===== src/rtl/carregador_instrucoes_if.sv =====
// Byte-stream input, instruction-memory write port and load status of the boot loader.
// Both handshakes are strobe-only: byte_valido and mem_escrita are one-cycle pulses, no backpressure.
interface carregador_instrucoes_if #(
    parameter int ADDR_WIDTH = 8
);
    logic                  iniciar;
    logic                  byte_valido;
    logic [7:0]            byte_dado;
    logic                  mem_escrita;
    logic [15:0]           mem_endereco;
    logic [15:0]           mem_dado;
    logic                  reset_cpu;
    logic                  carregando;
    logic                  concluido;
    logic                  erro;
    logic [ADDR_WIDTH:0]   palavras_carregadas;

    modport master (
        input  iniciar, byte_valido, byte_dado,
        output mem_escrita, mem_endereco, mem_dado,
        output reset_cpu, carregando, concluido, erro, palavras_carregadas
    );

    modport slave (
        output iniciar, byte_valido, byte_dado,
        input  mem_escrita, mem_endereco, mem_dado,
        input  reset_cpu, carregando, concluido, erro, palavras_carregadas
    );
endinterface


===== src/rtl/carregador_instrucoes.sv =====
// Boot loader: assembles a serial program image into 16-bit words, writes them to
// instruction memory and releases the core's reset only after a valid checksum.
module carregador_instrucoes #(
    parameter int ADDR_WIDTH     = 8,
    parameter int TIMEOUT_CICLOS = 100000
) (
    input  logic                      clock,
    input  logic                      reset,
    carregador_instrucoes_if.master   bus,
    output logic [2:0]                estado
);
    typedef enum logic [2:0] {
        OCIOSO, CONT_ALTO, CONT_BAIXO, DADO_ALTO, DADO_BAIXO, CHECKSUM, CONCLUIDO, ERRO
    } estado_t;

    localparam int TW = $clog2(TIMEOUT_CICLOS + 1);
    localparam logic [16:0]         MAX_PALAVRAS   = 17'(2 ** ADDR_WIDTH);
    localparam logic [TW-1:0]       TIMEOUT_ULTIMO = TW'(TIMEOUT_CICLOS - 1);
    localparam logic [TW-1:0]       UM_T           = 1;
    localparam logic [ADDR_WIDTH-1:0] UM_I         = 1;
    localparam logic [ADDR_WIDTH:0] UM_P           = 1;

    estado_t                 estado_atual, estado_prox;
    logic [7:0]              contagem_alta;
    logic [15:0]             n_palavras;
    logic [7:0]              dado_alto;
    logic [ADDR_WIDTH-1:0]   indice;
    logic [7:0]              acumulador;
    logic [TW-1:0]           ocioso_cnt;

    logic        ativo, prox_ativo, partida, expirou, ha_mais, contagem_ok;
    logic [15:0] contagem_nova;

    assign estado        = estado_atual;
    assign ativo         = estado_atual inside {CONT_ALTO, CONT_BAIXO, DADO_ALTO, DADO_BAIXO, CHECKSUM};
    assign prox_ativo    = estado_prox inside {CONT_ALTO, CONT_BAIXO, DADO_ALTO, DADO_BAIXO, CHECKSUM};
    assign partida       = !ativo && bus.iniciar;
    assign expirou       = ativo && !bus.byte_valido && (ocioso_cnt == TIMEOUT_ULTIMO);
    assign ha_mais       = (17'(indice) + 17'd1) < {1'b0, n_palavras};
    assign contagem_nova = {contagem_alta, bus.byte_dado};
    assign contagem_ok   = (contagem_nova != 16'd0) && ({1'b0, contagem_nova} <= MAX_PALAVRAS);

    always_ff @(posedge clock) begin
        if (reset) estado_atual <= OCIOSO;
        else       estado_atual <= estado_prox;
    end

    always_comb begin
        estado_prox = estado_atual;
        case (estado_atual)
            OCIOSO, CONCLUIDO, ERRO: if (bus.iniciar)     estado_prox = CONT_ALTO;
            CONT_ALTO:               if (bus.byte_valido) estado_prox = CONT_BAIXO;
            CONT_BAIXO:              if (bus.byte_valido) estado_prox = contagem_ok ? DADO_ALTO : ERRO;
            DADO_ALTO:               if (bus.byte_valido) estado_prox = DADO_BAIXO;
            DADO_BAIXO:              if (bus.byte_valido) estado_prox = ha_mais ? DADO_ALTO : CHECKSUM;
            CHECKSUM:                if (bus.byte_valido)
                                         estado_prox = (bus.byte_dado == acumulador) ? CONCLUIDO : ERRO;
            default:                 estado_prox = OCIOSO;
        endcase
        if (expirou) estado_prox = ERRO;
    end

    always_ff @(posedge clock) begin
        if (reset) begin
            bus.mem_escrita         <= 1'b0;
            bus.mem_endereco        <= 16'd0;
            bus.mem_dado            <= 16'd0;
            bus.reset_cpu           <= 1'b1;
            bus.carregando          <= 1'b0;
            bus.concluido           <= 1'b0;
            bus.erro                <= 1'b0;
            bus.palavras_carregadas <= '0;
            contagem_alta           <= 8'd0;
            n_palavras              <= 16'd0;
            dado_alto               <= 8'd0;
            indice                  <= '0;
            acumulador              <= 8'd0;
            ocioso_cnt              <= '0;
        end else begin
            // Status flags follow the next state so they change on the same edge as the FSM.
            bus.carregando  <= prox_ativo;
            bus.concluido   <= (estado_prox == CONCLUIDO);
            bus.erro        <= (estado_prox == ERRO);
            bus.reset_cpu   <= (estado_prox != CONCLUIDO);
            bus.mem_escrita <= 1'b0;

            if (partida) begin
                indice                  <= '0;
                bus.palavras_carregadas <= '0;
                acumulador              <= 8'd0;
                ocioso_cnt              <= '0;
            end else if (ativo) begin
                if (bus.byte_valido) begin
                    ocioso_cnt <= '0;
                    acumulador <= acumulador ^ bus.byte_dado;
                    case (estado_atual)
                        CONT_ALTO:  contagem_alta <= bus.byte_dado;
                        CONT_BAIXO: n_palavras    <= contagem_nova;
                        DADO_ALTO:  dado_alto     <= bus.byte_dado;
                        DADO_BAIXO: begin
                            bus.mem_escrita         <= 1'b1;
                            bus.mem_endereco        <= 16'({indice, 1'b0});
                            bus.mem_dado            <= {dado_alto, bus.byte_dado};
                            bus.palavras_carregadas <= bus.palavras_carregadas + UM_P;
                            // The last word keeps its index so it never exceeds N-1.
                            if (ha_mais) indice <= indice + UM_I;
                        end
                        default: ;
                    endcase
                end else begin
                    ocioso_cnt <= ocioso_cnt + UM_T;
                end
            end
        end
    end
endmodule


===== src/flat_wrapper.sv =====
// flat-port wrapper written by rule: the top's interface ports become plain ports
module carregador_instrucoes_flat 
#(
    parameter int ADDR_WIDTH     = 8,
    parameter int TIMEOUT_CICLOS = 100000
)
  (clock, reset, estado, bus_iniciar, bus_byte_valido, bus_byte_dado, bus_mem_escrita, bus_mem_endereco, bus_mem_dado, bus_reset_cpu, bus_carregando, bus_concluido, bus_erro, bus_palavras_carregadas);
  carregador_instrucoes_if #(.ADDR_WIDTH(ADDR_WIDTH)) bus_i ();
  input  logic clock;
  input  logic reset;
  output logic [2:0] estado;
  input wire logic [$bits(bus_i.iniciar)-1:0] bus_iniciar;
  input wire logic [$bits(bus_i.byte_valido)-1:0] bus_byte_valido;
  input wire logic [$bits(bus_i.byte_dado)-1:0] bus_byte_dado;
  output wire logic [$bits(bus_i.mem_escrita)-1:0] bus_mem_escrita;
  output wire logic [$bits(bus_i.mem_endereco)-1:0] bus_mem_endereco;
  output wire logic [$bits(bus_i.mem_dado)-1:0] bus_mem_dado;
  output wire logic [$bits(bus_i.reset_cpu)-1:0] bus_reset_cpu;
  output wire logic [$bits(bus_i.carregando)-1:0] bus_carregando;
  output wire logic [$bits(bus_i.concluido)-1:0] bus_concluido;
  output wire logic [$bits(bus_i.erro)-1:0] bus_erro;
  output wire logic [$bits(bus_i.palavras_carregadas)-1:0] bus_palavras_carregadas;
  assign bus_i.iniciar = bus_iniciar;
  assign bus_i.byte_valido = bus_byte_valido;
  assign bus_i.byte_dado = bus_byte_dado;
  assign bus_mem_escrita = bus_i.mem_escrita;
  assign bus_mem_endereco = bus_i.mem_endereco;
  assign bus_mem_dado = bus_i.mem_dado;
  assign bus_reset_cpu = bus_i.reset_cpu;
  assign bus_carregando = bus_i.carregando;
  assign bus_concluido = bus_i.concluido;
  assign bus_erro = bus_i.erro;
  assign bus_palavras_carregadas = bus_i.palavras_carregadas;
  carregador_instrucoes #(.ADDR_WIDTH(ADDR_WIDTH), .TIMEOUT_CICLOS(TIMEOUT_CICLOS)) u_core (.clock(clock), .reset(reset), .bus(bus_i), .estado(estado));
endmodule

===== config.mk =====
export PLATFORM = sky130hd
export DESIGN_NAME = carregador_instrucoes_flat
export DESIGN_NICKNAME = d
export VERILOG_FILES = /design/src/rtl/carregador_instrucoes_if.sv /design/src/rtl/carregador_instrucoes.sv /design/src/flat_wrapper.sv
export SDC_FILE = /design/constraint.sdc
export NUM_CORES = 1
export LEC_CHECK = 0
export CAP_MARGIN = 5
export CORE_AREA = 3 3 106 108
export DETAILED_ROUTE_END_ITERATION = 8
export DIE_AREA = 0 0 109 111
export GPL_TIMING_DRIVEN = 0
export PLACE_DENSITY = 0.71
export SETUP_SLACK_MARGIN = 0.15
export SYNTH_ARGS = -nofsm -noshare
export SYNTH_HDL_FRONTEND = slang
export SYNTH_SLANG_ARGS = --single-unit

===== constraint.sdc =====
create_clock -name clock -period 4 [get_ports clock]
set_clock_uncertainty 0.05 [all_clocks]
set_input_delay 1 -clock clock [delete_from_list [all_inputs] [get_ports clock]]
set_output_delay 1 -clock clock [all_outputs]
set_load 0.01 [all_outputs]

==> key figures <==
Run status
  • Outcome: complete, no violations

Routing
  • Residual DRC: 0
  • Via count: around 4000
  • Routed len/inst: approximately 14 um
  • Initial drt markers: 260
  • Initial DRT Pass Iterations: 4
  • Routed WL: roughly 11000 um
  • Post-DRT Antenna Nets: 0
  • Vias per Instance: 5.13

Worst setup path
  • Reg2reg end: u_core.bus.reset_cpu$_SDFF_PP1_
  • RR Startpoint: u_core.indice[0]$_SDFFE_PP0P_
  • CP arrival: about 3400 ps
  • Crit path from: u_core.indice[0]$_SDFFE_PP0P_
  • Setup crit end kind: flop
  • Critical path launch point type: flop
  • Reg2Reg Setup Slack: 780 ps
  • Reg2reg path depth: 11
  • Crit-path max FO: 8
  • CP Class: flop to flop
  • Req. time, crit path: about 4200 ps

Synth
  • Gate Count Post-Synth: 577
  • Cell variety after synth: 45
  • Synthesized area: approximately 4700 um^2
  • Mapped Avg Cell Area: 8.08 um^2
  • FF+latch count, synth: around 110
  • EDFF count, synth: 0
  • FFs w/ async S/R, synth: 0%
  • Sequential area share after synthesis: a little under half
  • Post-synth top flop: dfxtp_1
  • Syn. warnings: 0

GRT
  • Grt ovf: 0
  • Largest net degree at the start of global routing: 18
  • Initial antenna violation count: 0
  • Vias in the first global route: ~3800
  • First-pass GRT wire length: between 15000 and 20000 um
  • GRT Overall Usage: a little under a fifth

Clock tree
  • CTS tree: done
  • CTS clk-pin slew, worst paths: approximately 100 ps
  • Worst skew pair latency: roughly 370 ps
  • Post-CTS setup buffer count: 0
  • Post_cts resized: 0
  • CTS H-tree lvls: 3
  • CTS Sinks: about 110
  • Max Root-Sink Buffers: 2
  • CTS Hold Bufs: 0
  • CTS root buffer: clkbuf_8
  • TritonCTS Buffers: 9

Pwr
  • Internal power: between 1500 and 2000 uW
  • Design Power: between 2000 and 2500 uW
  • Peak supply drop: about 0.32 mV
  • Net Sw Power: around 520 uW
  • Power density cells: roughly 380 nW/um^2
  • Sw Ratio: 24.8%
  • Logic pwr share: approximately 10%
  • Cell leakage power: ~0.0020 uW
  • Seq pwr share: a little over half
  • Clock power share: between 30% and 40%

Layout
  • Antenna Cells: 0
  • Most common cell after layout, fill and taps aside: nand2_1
  • Fillers: a little under 1000
  • Post-route insts no fill: 778
  • Layout cell share with drive strength beyond 1: 5.30%
  • Final #Nets: 660
  • Final Cell Area: 5520 um^2
  • Most frequent cells in the layout: nand2_1, dfxtp_1, a21oi_1
  • Synthesis-to-finish area growth: 18.4%

Floorplan
  • Die width: approximately 110 um
  • Io pins: between 60 and 70
  • Core footprint: 10300 um^2
  • Starting density of the core: between 40% and 50%
  • Die area: roughly 12000 um^2
  • Chip Height: between 100 and 150 um
  • Site row count: 37

Placement
  • Gpl congestion: 0.836
  • Area after DPL: between 5000 and 6000 um^2
  • DPL Wire Length: 7790 um
  • Placed Cells incl. Taps: roughly 760
  • Port Buffers: 42

STA
  • Min Clock Period, post-route: between 3000 and 4000 ps
  • Setup tns final: 0 ps
  • Finish-stage setup viols: 0
  • Final Max Slew Viols: 0
  • Normalized max-slew margin: 26.0%
  • Period utilisation layout: between 80% and 90%
  • RSZ-0062 raised after global routing: false
  • Slew @ Worst Pin: 1100 ps
  • Max Fclk: 0.311 GHz
  • Fin. Hold Viols: 0

Worst hold path
  • Hold crit path type: flop to flop
  • Worst hold path depth: 2
  • Worst hold start: u_core.bus.mem_endereco[2]$_SDFFE_PP0P_
  • Hold endpoint: u_core.bus.mem_endereco[2]$_SDFFE_PP0P_

Job
  • Max Cap Violations: 0
## layout make-up
| cell class | instances | area, um^2 | share of cell area, % |
|---|---|---|---|
| multi-input cells | 422 | 2320 | 42.0 |
| flip-flops and latches | 106 | 2120 | 38.4 |
| repair buffers | 42 | 420 | 7.62 |
| plain buffers | 41 | 194 | 3.51 |
| well taps | 136 | 170 | 3.08 |
| clock buffers | 10 | 128 | 2.31 |
| clock inverters | 6 | 113 | 2.04 |
| inverters | 15 | 56.3 | 1.02 |
## stage by stage
step	setup slack [ps]	hold WS (ps)	utilization [%]
floorplan	1250	382	-
global placement	833	392	51.1
detailed placement	831	396	51.1
CTS	770	408	53.5
global route	526	428	53.5
finish	784	407	53.5
## routing by layer
metal | part of all wire [%] | GRT usage, % | up-vias
met5 | 0 | 0 | -
met1 | 48 | 24.2 | 1871
met2 | 46 | 30.3 | 101
met4 | 1.6 | 6.48 | 0
li1 | - | - | 2006
met3 | 4.7 | 3.84 | 13
## worst max path at each step
stage                                                  end  slack [ps]  depth (start not counted)
final                      u_core.bus.reset_cpu$_SDFF_PP1_         780                         11
after global routing            u_core.bus.erro$_SDFF_PP0_         530                         11
after CTS                 u_core.bus.carregando$_SDFF_PP0_         770                         11
after detailed placement   u_core.bus.reset_cpu$_SDFF_PP1_         830                         11
after global placement    u_core.bus.carregando$_SDFF_PP0_         830                         11
after floorplan           u_core.bus.carregando$_SDFF_PP0_        1250                         11
## worst max-delay path, stage by stage, from the launching register on
cell,delay (ps)
dfxtp_1,440
ha_1,250
and3_1,230
and3_1,240
xor2_1,160
ha_1,270
a21oi_1,160
a21oi_1,100
a211oi_2,550
o21ai_1,280
a2bb2oi_1,270
o21ai_0,110
## cells by family after synthesis
logic type | after synthesis | share of synthesized area (%)
multiplexers | 10 | 2.17
buffers and inverters | 56 | 5.37
AND/OR/NAND/NOR | 253 | 23.8
other | 1 | 0.0804
adder cells (fa/ha/maj) | 11 | 2.95
AO/OA/AOI/OAI | 92 | 11.1
XOR/XNOR | 48 | 9.02
flip-flops | 106 | 45.5
## power by group through the flow
stage | sequential (uW) | clock (uW) | combinational [uW]
floorplan | 1110 | 0 | 148
global placement | 1110 | 0 | 206
detailed placement | 1110 | 0 | 211
CTS | 1090 | 798 | 212
global route | 1090 | 842 | 235
finish | 1090 | 784 | 212
## registers in the layout (all words and copies together) (netlist names)
signal	cells
u_core.bus.palavras_carregadas	9
u_core.bus.mem_dado	16
u_core.bus.mem_endereco	8
u_core.dado_alto	8
u_core.bus.erro	1
u_core.bus.reset_cpu	1
u_core.bus.concluido	1
u_core.bus.carregando	1
u_core.bus.mem_escrita	1
u_core.estado	3
u_core.indice	8
u_core.ocioso_cnt	17
u_core.contagem_alta	8
u_core.n_palavras	16
u_core.acumulador	8
## Yosys cell counts (2+ instances only)
library cell | n | area (um^2)
a21boi_0 | 2 | 15.0
a21oi_1 | 65 | 325
a31oi_1 | 2 | 12.5
and2_1 | 2 | 12.5
and3_1 | 13 | 81.3
buf_1 | 2 | 7.51
buf_2 | 2 | 10.0
buf_4 | 8 | 60.1
clkbuf_1 | 28 | 105
dfxtp_1 | 106 | 2120
ha_1 | 11 | 138
inv_1 | 14 | 52.6
mux2i_1 | 9 | 90.1
nand2_1 | 131 | 492
nand3_1 | 8 | 40.0
nand4_1 | 7 | 43.8
nor2_1 | 62 | 233
nor3_1 | 6 | 30.0
nor4_1 | 7 | 43.8
nor4b_1 | 2 | 17.5
o211ai_1 | 6 | 45.0
o21ai_0 | 8 | 40.0
o21ai_1 | 2 | 10.0
or3_1 | 6 | 37.5
or3_4 | 2 | 22.5
xnor2_1 | 16 | 140
xor2_1 | 32 | 280
Power figures use the tool's default switching activity.
==> variant: new RTL, same settings <==
Register the output `estado` once more, with the module's reset; this adds one clock of latency there. The other outputs are not delayed to match.
--- a/src/rtl/carregador_instrucoes.sv
+++ b/src/rtl/carregador_instrucoes.sv
@@ -32,5 +32,11 @@
     logic [15:0] contagem_nova;
 
-    assign estado        = estado_atual;
+    always_ff @(posedge clock) begin
+        if (reset) begin
+            estado <= '0;
+        end else begin
+            estado <= estado_atual;
+        end
+    end
     assign ativo         = estado_atual inside {CONT_ALTO, CONT_BAIXO, DADO_ALTO, DADO_BAIXO, CHECKSUM};
     assign prox_ativo    = estado_prox inside {CONT_ALTO, CONT_BAIXO, DADO_ALTO, DADO_BAIXO, CHECKSUM};
Function: changed (Yosys sat finds a counterexample within 4 cycles, from zero or initial values and one cycle with reset high).
==> variant against the unedited design <==
Synthesized cell count grew 0.17%; largest power group unchanged; global-route usage shrank 0.44 points; design area grew 0.20%; synthesized area grew 1.2%; routed wire length shrank 1.1%; sequential cell count grew 3; clock power shrank 23%; sequential power grew 5%; setup slack lost 0.080 ns; total power shrank 0.17%.
==> variant: results (changes against the unedited design) <==
Worst Tran Pin Value: 0.6754 ns (was 1.100 ns)
Global Route met3 Usage: 2.271% (was 3.844%)
initial detailed-routing violation count: 185 (was 260)
routed length on met3: 533 µm (was 505 µm)
drt pass-1 iters: 5 (was 4)
Post CTS Setup Buffer Count: 0 (unchanged)
result of the run: finished, final reports clean (unchanged)
met2 WL post-DR: 4.930 mm (was 4.972 mm)
Syn. warnings: 0 (unchanged)
count of vias placed by the detailed router: 3948 (was 3991)
number of distinct library cells after synthesis: 54 (was 45)
first-pass GRT wire length: 17.80 mm (was 17.96 mm)
VDD IR-drop max: 0.0002352 V (was 0.0003204 V)
fill cell count: 949 (was 975)
Non-CTS buffers: 86 (was 83)
Seq/Total Area, Yosys: 46.25% (was 45.52%)
max incr delay on CP: 0.40 ns (was 0.55 ns)
ranking of synthesized cells by area: sky130_fd_sc_hd__dfxtp_1 (46%), sky130_fd_sc_hd__nand2_1 (12%), sky130_fd_sc_hd__xor2_1 (7.8%) (was sky130_fd_sc_hd__dfxtp_1 (46%), sky130_fd_sc_hd__nand2_1 (11%), sky130_fd_sc_hd__a21oi_1 (7.0%))
Seq. cell area: 2182 µm² (was 2122 µm²)
total sequential power: 1.14 mW (was 1.09 mW)
clock distribution area overhead in the final layout: 3.167% (was 4.353%)
cell at the slowest stage of the critical path: sky130_fd_sc_hd__nor3_1 (was sky130_fd_sc_hd__a211oi_2)
proportion of total power due to net switching: 29.10% (was 24.80%)
proportion of layout cells with a drive suffix above 1: 6.667% (was 5.296%)
cts repair resizes: 0 (unchanged)
GP Congestion: 0.7841 (was 0.8361)
count of multi-input combinational gates: 424 (was 422)
final-layout non-clock buffer area share: 11.74% (was 11.13%)
sink count of the clock tree: 109 (was 106)
Port Buffer Count: 44 (was 42)
met2 GRT Util: 29.03% (was 30.30%)
area of placed instances: 5355 µm² (was 5279 µm²)
Total Routing Usage GR: 18.16% (was 18.61%)
Worst Path Max Fanout: 5 (was 8)
met1 WL: 5.096 mm (was 5.167 mm)
largest net degree at the start of global routing: 19 (was 18)
most frequently used flop master after synthesis: sky130_fd_sc_hd__dfxtp_1 (unchanged)
NumNets Final: 663 (was 660)
Top Registers: u_core.ocioso_cnt x17, u_core.bus.mem_dado x16, u_core.n_palavras x16 (unchanged)
aggregate global routing overflow: 0 (unchanged)
Power Clock: 604 µW (was 784 µW)
WP data arrival: 3.50 ns (was 3.43 ns)
CP top delay family: simple AND/OR/NAND/NOR gates (was compound AO/OA/AOI/OAI gates)
via count of the first global-routing pass: 3753 (was 3841)
routed length per placed instance: 13.70 µm (was 13.90 µm)
met1 usage in global routing: 25.40% (was 24.19%)
leakage power of the design: 1.985 nW (was 1.986 nW)
most instantiated cells after synthesis: sky130_fd_sc_hd__nand2_1 (149), sky130_fd_sc_hd__dfxtp_1 (109), sky130_fd_sc_hd__a21oi_1 (69) (was sky130_fd_sc_hd__nand2_1 (131), sky130_fd_sc_hd__dfxtp_1 (106), sky130_fd_sc_hd__a21oi_1 (65))
area grow syn2layout: 17.21% (was 18.38%)
DP Wirelength: 7.936 mm (was 7.790 mm)
non-clock inverter count in the final layout: 10 (was 15)
[variant: changes by cell type after synthesis, sizes merged, moves of 5 or more]
cell / delta
nand2: +19
nor2: -13
xor2: +10
mux2i: -8
xnor2: -8
o211ai: -6
buf: +5
inv: -5
or3: -5
[variant: worst paths after layout]
check                                         from                                to  slack (ns)  depth (start not counted)
hold / removal    u_core.dado_alto[2]$_SDFFE_PP0P_  u_core.dado_alto[2]$_SDFFE_PP0P_        0.41                          2
setup / recovery     u_core.indice[0]$_SDFFE_PP0P_   u_core.bus.reset_cpu$_SDFF_PP1_        0.70                         12
setup reg to reg     u_core.indice[0]$_SDFFE_PP0P_   u_core.bus.reset_cpu$_SDFF_PP1_        0.70                         12
hold reg to reg   u_core.dado_alto[2]$_SDFFE_PP0P_  u_core.dado_alto[2]$_SDFFE_PP0P_        0.41                          2
[variant: cell families (layout without fill, tap and decap cells)]
family | Yosys count | after routing | share of synthesized area [%]
and+or+nand+nor | 265 | 265 | 25.75
xor gates and xnor gates | 50 | 50 | 9.281
DFF | 109 | 109 | 46.25
buffers and inverters | 52 | 112 | 5.224
muxes | 1 | 1 | 0.2122
adders and majority gates | 11 | 11 | 2.917
AOI/OAI and AO/OA | 89 | 89 | 10.29
other | 1 | 8 | 0.07948
[variant: through the flow]
step | util (%) | hold WS [ns] | std cells | setup WS [ns] | power, mW
2_1_floorplan | - | 0.3817 | 585 | 1.127 | 1.406
3_3_place_gp | 51.87 | 0.3942 | 765 | 0.5514 | 1.494
3_5_place_dp | 51.87 | 0.3966 | 765 | 0.4559 | 1.502
4_1_cts | 53.57 | 0.4141 | 781 | 0.6548 | 2.093
5_1_grt | 53.57 | 0.4287 | 781 | 0.3816 | 2.175
6_report | 53.57 | 0.4133 | 781 | 0.7036 | 2.083
